<file path="config.mk">
export PLATFORM = sky130hd
export DESIGN_NAME = mux_verilog
export DESIGN_NICKNAME = d
export VERILOG_FILES = /design/src/rtl/mux_pkg.sv /design/src/rtl/mux4_core.sv /design/src/rtl/mux_verilog.sv
export SDC_FILE = /design/constraint.sdc
export NUM_CORES = 1
export LEC_CHECK = 0
export ABC_AREA = 0
export CORE_AREA = 2 2 39 41
export DETAILED_ROUTE_END_ITERATION = 10
export DIE_AREA = 0 0 41 43
export HOLD_SLACK_MARGIN = 0.03
export SYNTH_ARGS = -nofsm -noshare
export SYNTH_HDL_FRONTEND = slang
export SYNTH_HIERARCHICAL = 1
export SYNTH_SLANG_ARGS = --single-unit
</file>
<file path="constraint.sdc">
create_clock -name clk -period 1.1 [get_ports clk]
set_input_delay 0.165 -clock clk [delete_from_list [all_inputs] [get_ports clk]]
set_output_delay 0.165 -clock clk [all_outputs]
set_load 0.02 [all_outputs]
</file>
<file path="src/rtl/mux_pkg.sv">
// Shared select encoding for the registered 4:1 multiplexer.
package mux_pkg;

   typedef logic [1:0] sel_t;

   localparam sel_t SEL_A = 2'b00;
   localparam sel_t SEL_B = 2'b01;
   localparam sel_t SEL_C = 2'b10;
   localparam sel_t SEL_D = 2'b11;

endpackage

</file>
<file path="src/rtl/mux4_core.sv">
// Purely combinational, fully decoded WIDTH-bit 4:1 select.
module mux4_core
   import mux_pkg::*;
#(
   parameter int WIDTH = 1
) (
   input  logic [WIDTH-1:0] a,
   input  logic [WIDTH-1:0] b,
   input  logic [WIDTH-1:0] c,
   input  logic [WIDTH-1:0] d,
   input  sel_t             sel,
   output logic [WIDTH-1:0] y
);

   // Default to a first so no path can infer a latch.
   always_comb begin
      y = a;
      case (sel)
         SEL_A:   y = a;
         SEL_B:   y = b;
         SEL_C:   y = c;
         SEL_D:   y = d;
         default: y = a;
      endcase
   end

endmodule

</file>
<file path="src/rtl/mux_verilog.sv">
// Registered 4:1 multiplexer: one-cycle latency, load enable, synchronous reset.
module mux_verilog
   import mux_pkg::*;
#(
   parameter int WIDTH = 1
) (
   input  logic             clk,
   input  logic             rst,
   input  logic             en,
   input  logic [WIDTH-1:0] a,
   input  logic [WIDTH-1:0] b,
   input  logic [WIDTH-1:0] c,
   input  logic [WIDTH-1:0] d,
   input  logic             s0,
   input  logic             s1,
   output logic [WIDTH-1:0] out,
   output logic [1:0]       sel_q
);

   sel_t             selIn;
   logic [WIDTH-1:0] muxY;

   assign selIn = {s1, s0};

   mux4_core #(
      .WIDTH(WIDTH)
   ) u_core (
      .a  (a),
      .b  (b),
      .c  (c),
      .d  (d),
      .sel(selIn),
      .y  (muxY)
   );

   // Reset wins over enable; sel_q always records the select that produced out.
   always_ff @(posedge clk) begin
      if (rst) begin
         out   <= '0;
         sel_q <= SEL_A;
      end else if (en) begin
         out   <= muxY;
         sel_q <= selIn;
      end
   end

endmodule

</file>
==> metrics, run 1 <==
Nets 36; GRT Residual Overflow 0; Setup crit end kind primary output; Mean Syn Cell Area 12.4 sq um; post-synth cell types 4; Layout Cells excl Fill 42; residual DRC count 0; I/O Buffers 11; # Max-Cap Violations 0; die width 41 microns; Startpoint Class flop; worst hold slack 372 ps; flops & latches, synth 3; Tmin final 1070 ps; H-tree depth 1; post-CTS setup buffers 0; dpl cells 38; clk_lat worst skew 230 ps; ant diodes 0; Cells after Synth 10; Die Y-Extent 43 microns; row count 14; io pins 12; vias in the first global route 139; Routability Congestion 0.610; Critical path buffers and inverters 1; Async SR Flop Fraction 0; final hold violation count 0; fraction of layout instances using a drive strength above 1 0.192; met1 wire length 195 microns; Initial DRC Count 0; yosys warns 6; Top Metal Used met3; Seq/Total Area, Yosys 0.485; Worst-path clk slew 40 ps; total track usage 0.0603; largest net degree at the start of global routing 4; proportion of netlist area held by the largest area contributor 0.485; Routed WL 372 microns; Data required, critical path 940 ps; starting density of the core 0.0895; met3 WL post-DR 60 microns; compound-cell area share of the yosys netlist 0; clock buffer count from CTS 3; Max-Slew Margin vs Limit 0.854; CP delay by family, top buffers and inverters; final setup fails 0; largest area contributor in the netlist dfxtp_1; XOR/XNOR Fraction of Synth Area 0; antenna-violating nets left 0; Routed wire per std cell 8.86 microns; Hold Crit Class in2reg; post-synthesis adder-cell area fraction 0; sequence of cells on the critical path dlygate4sd2_1; Final Power 0.385 mW; Root Driver clkbuf_4; Synth area leaders dfxtp_1 48%, mux2i_1 24%, mux4_2 18%; status complete, no violations; first-pass GRT wire length 586 microns; max-slew violations 0; die area 0.00176 sq mm; most frequent cells after synthesis 3 x dfxtp_1, 3 x mux2i_1, 3 x nor2_1; drt pass-1 iters 1; Setup CP Type reg2out; most frequently used flop master after synthesis dfxtp_1; Pwr Density 1310 mW/mm^2; Simple-Gate Fraction of Synth Area 0.0909; Synth Cell Area 124 sq um; slowest CP cell dlygate4sd2_1; core area 0.00138 sq mm; period utilization 0.971; largest family of logic cells by synthesized area multiplexers; CP Max Fanout 2; Clock Path Buffers 2; CTS tree yes; via density per instance 3.33; Area growth, synth to finish 137%; worst vdd ir 351 uV; mux contribution to synthesized area 0.424; met2 WL 116 microns; initial antenna violation count 0; EDFF count, synth 0; CP arrival 900 ps; via count 140; RSZ-0062 raised after global routing false; Critical Path Max Stage Delay 340 ps; Worst Tran Pin Value 220 ps; LEAKAGE 0.162 nW; clk_skew 0 ps; post-synth net total 19; hold_buf cts 0; CTS sink count 3; Fmax 0.937 GHz
-- cell usage in the layout (no fill, tap or decap), drive strengths merged --
cell type      synthesis  routed
dlygate4sd2            0       3
nor2                   3       3
dlymetal6s2s           0       4
clkbuf                 0       4
clkdlybuf4s15          0       1
buf                    0       1
dfxtp                  3       3
clkdlybuf4s50          0       3
mux2i                  3       3
mux4                   1       1
-- sequential cells by signal, indices dropped and copies added (netlist names) --
signal,flops
sel_q,2
out,1
-- report_power, final --
part	internal, mW	switching, mW	leakage (nW)
sequential	0.117	0.00365	0.0248
clock	0.136	0.0590	0.0150
combinational	0.0429	0.0264	0.122
-- per-layer routing --
layer	GRT usage	up-vias
li1	-	68
met1	0.0742	60
met2	0.0500	12
met3	0.0471	0
met4	0.0800	0
met5	0	-
-- timing repair --
| action | 4_1_cts | 5_1_grt |
|---|---|---|
| resized for setup | 4 | 5 |
| endpoints found under the hold margin | 0 | 0 |
| pin swaps | 0 | 1 |
| endpoints found under the setup margin | 4 | 2 |
-- path summary, 6_finish.rpt --
kind	startpoint	cells after the start	slack (ps)	end
worst max-delay path	sel_q[0]	1	30	sel_q[0]
worst min-delay path	s0	3	370	sel_q[0]
worst max register to register	sel_q[0]	2	500	sel_q[0]
worst min register to register	sel_q[1]	2	500	sel_q[1]
-- through the flow --
step                utilization  setup WS (ps)  TNS (ps)  cell area (sq um)
floorplan                     -            188         0                124
global route              0.212           9.94         0                294
global placement          0.189           -370      -370                262
detailed placement        0.189           -379      -389                262
CTS                       0.204           8.04         0                283
finish                    0.212           32.3         0                294
-- cell families (layout without fill, tap and decap cells) --
kind of cell / count (synthesis) / in the layout
flip-flops: 3 / 3
buffers and inverters: 0 / 16
AND/OR/NAND/NOR: 3 / 3
multiplexers: 4 / 4
-- final cells by class --
type	instances	area, sq um
Tap cell	16	20.0
Clock buffer	4	26.3
Sequential cell	3	60.1
Fill cell	154	1090
Timing Repair Buffer	12	124
Multi-Input combinational cell	7	63.8
-- worst min-delay path, delay by kind of cell --
kind                   cells  cell delay, ps
AND/OR/NAND/NOR            1              80
multiplexers               1              90
buffers and inverters      1             240
Note: power is estimated with default switching activity, not from simulation.
==> inputs of run 2 (changes only) <==
--- a/config.mk
+++ b/config.mk
@@ -10,6 +10,8 @@
 export DETAILED_ROUTE_END_ITERATION = 10
 export DIE_AREA = 0 0 41 43
 export HOLD_SLACK_MARGIN = 0.03
+export PLACE_DENSITY = 0.3
+export SKIP_LAST_GASP = 1
 export SYNTH_ARGS = -nofsm -noshare
 export SYNTH_HDL_FRONTEND = slang
 export SYNTH_HIERARCHICAL = 1
==> run 2 against run 1 <==
Against the previous run:
- count of clock-buffer cells in the layout stayed put
- critical endpoint is now out
- combinational power down 5.6%
- die area stayed put
- global-route usage down 1.1 points
- worst hold slack improved by 0.62 ps
==> metrics, run 2 (same netlist as run 1, synthesis figures left out) <==
starting density of the core 0.0895; leading cell type in the layout, fill and taps excluded dlymetal6s2s_1; Max-Slew Margin vs Limit 0.867; Routability Congestion 0.520; H-tree depth 1; CP arrival 880 ps; slowest CP cell dlygate4sd2_1; internal power 0.293 mW; vias in the first global route 129; LEAKAGE 0.155 nW; reg2reg start sel_q[0]; Critical path buffers and inverters 1; reg2reg setup slack 500 ps; row count 14; Setup crit end kind primary output; period utilization 0.949; drt pass-1 iters 1; Routed WL 393 microns; worst hold start s0; Fmax 0.958 GHz; pre-CTS setup slack -394 ps; Clock Path Buffers 2; Layout Cells excl Fill 41; Routed wire per std cell 9.59 microns; via density per instance 3.34; sequence of cells on the critical path dlygate4sd2_1; Nets 35; status complete, no violations; Reg2Reg Depth 2; I/O Buffers 11; clk_lat worst skew 230 ps; Worst Tran Pin Value 200 ps; share of power burned in registers 0.320; Largest register FFs 2; final instance area 288 sq um; antenna-violating nets left 0; Startpoint Class flop; total track usage 0.0491; Final WS setup 56.1 ps; most flop-heavy register sel_q; CTS sink count 3; hold path depth 3; initial antenna violation count 0; Tmin final 1040 ps; CTS tree yes; first-pass GRT wire length 503 microns; GRT Residual Overflow 0; Root Driver clkbuf_4; Final HPWL DP 316 microns; CP delay by family, top buffers and inverters; Data required, critical path 940 ps; reg-to-reg critical path endpoint sel_q[0]; final hold violation count 0; die width 41 microns; Sw Share 0.220; fraction of layout instances using a drive strength above 1 0.160; via count 137; biggest registers after layout sel_q (2), out (1); residual DRC count 0; core area 0.00138 sq mm; Worst-path clk slew 40 ps; post-CTS setup buffers 0; ant diodes 0; CP Max Fanout 2; Comb power frac 0.174; die area 0.00176 sq mm; Worst Hold End sel_q[0]; io pins 12; Initial DRC Count 0; # Max-Cap Violations 0; RSZ-0062 raised after global routing true; clock buffer count from CTS 3; Clock power frac 0.506; clk_skew 0 ps; Hold Crit Class in2reg; worst vdd ir 243 uV; Critical Path Max Stage Delay 330 ps; hold_buf cts 0; largest net degree at the start of global routing 4; Area growth, synth to finish 132%; dpl cells 37; Setup CP Type reg2out; Pwr Density 1310 mW/mm^2; final setup fails 0; Fill cells 148; Placed Area 254 sq um; Die Y-Extent 43 microns; NetSw 0.0829 mW; max-slew violations 0
[run 2: worst max path at each step]
stage	startpoint	to	slack, ps	depth (start not counted)
finish	out	out	60	1
global route	s1	out	-7	4
CTS	c	out	2	4
detailed placement	s0	out	-390	4
global placement	s0	out	-420	4
floorplan	s0	out	190	3
[run 2: stage by stage]
step / total power, mW / TNS, ps / hold slack [ps] / utilization
final: 0.376 / 0 / 372 / 0.208
after detailed placement: 0.197 / -427 / 499 / 0.184
after floorplan: 0.147 / 0 / 237 / -
after global routing: 0.411 / -7.45 / 408 / 0.208
after CTS: 0.393 / 0 / 387 / 0.199
after global placement: 0.197 / -442 / 485 / 0.184
[run 2: metal layers]
layer  GRT usage  vias to the layer above  part of all wire
met5           0                        -                 0
met4      0.0400                        0                 0
met3      0.0576                        0              0.24
met2      0.0625                       12              0.40
met1      0.0385                       58              0.36
li1            -                       67                 -
[run 2: tightest hold or removal path, delay by kind of cell]
family                 cells  cell delay [ps]
buffers and inverters      1              230
multiplexers               1               80
AND/OR/NAND/NOR            1               80
[run 2: power by group through the flow]
stage	Combinational [mW]	Sequential [mW]	Clock [mW]
2_1_floorplan	0.0166	0.130	0
3_3_place_gp	0.0755	0.121	0
3_5_place_dp	0.0745	0.122	0
4_1_cts	0.0689	0.120	0.204
5_1_grt	0.0726	0.120	0.218
6_report	0.0655	0.120	0.190
[run 2: cell type report]
| type | instances | area, sq um | share of cell area |
|---|---|---|---|
| timing repair buffer | 11 | 118 | 0.409 |
| sequential | 3 | 60.1 | 0.209 |
| clock buffer | 4 | 26.3 | 0.0913 |
| tap | 16 | 20.0 | 0.0696 |
| multi-input combinational | 7 | 63.8 | 0.222 |
[run 2: what timing repair did]
action                     in CTS  in global routing
pin swaps                       0                  1
resized for setup               4                  6
setup endpoints to repair       4                  3
==> inputs of run 3 (changes only) <==
--- a/config.mk
+++ b/config.mk
@@ -7,6 +7,7 @@
 export LEC_CHECK = 0
 export ABC_AREA = 0
 export CORE_AREA = 2 2 39 41
+export CTS_CLUSTER_SIZE = 20
 export DETAILED_ROUTE_END_ITERATION = 10
 export DIE_AREA = 0 0 41 43
 export HOLD_SLACK_MARGIN = 0.03
==> results of run 3 <==
The final DEF is identical to that of run 2; final timing and power are the same.
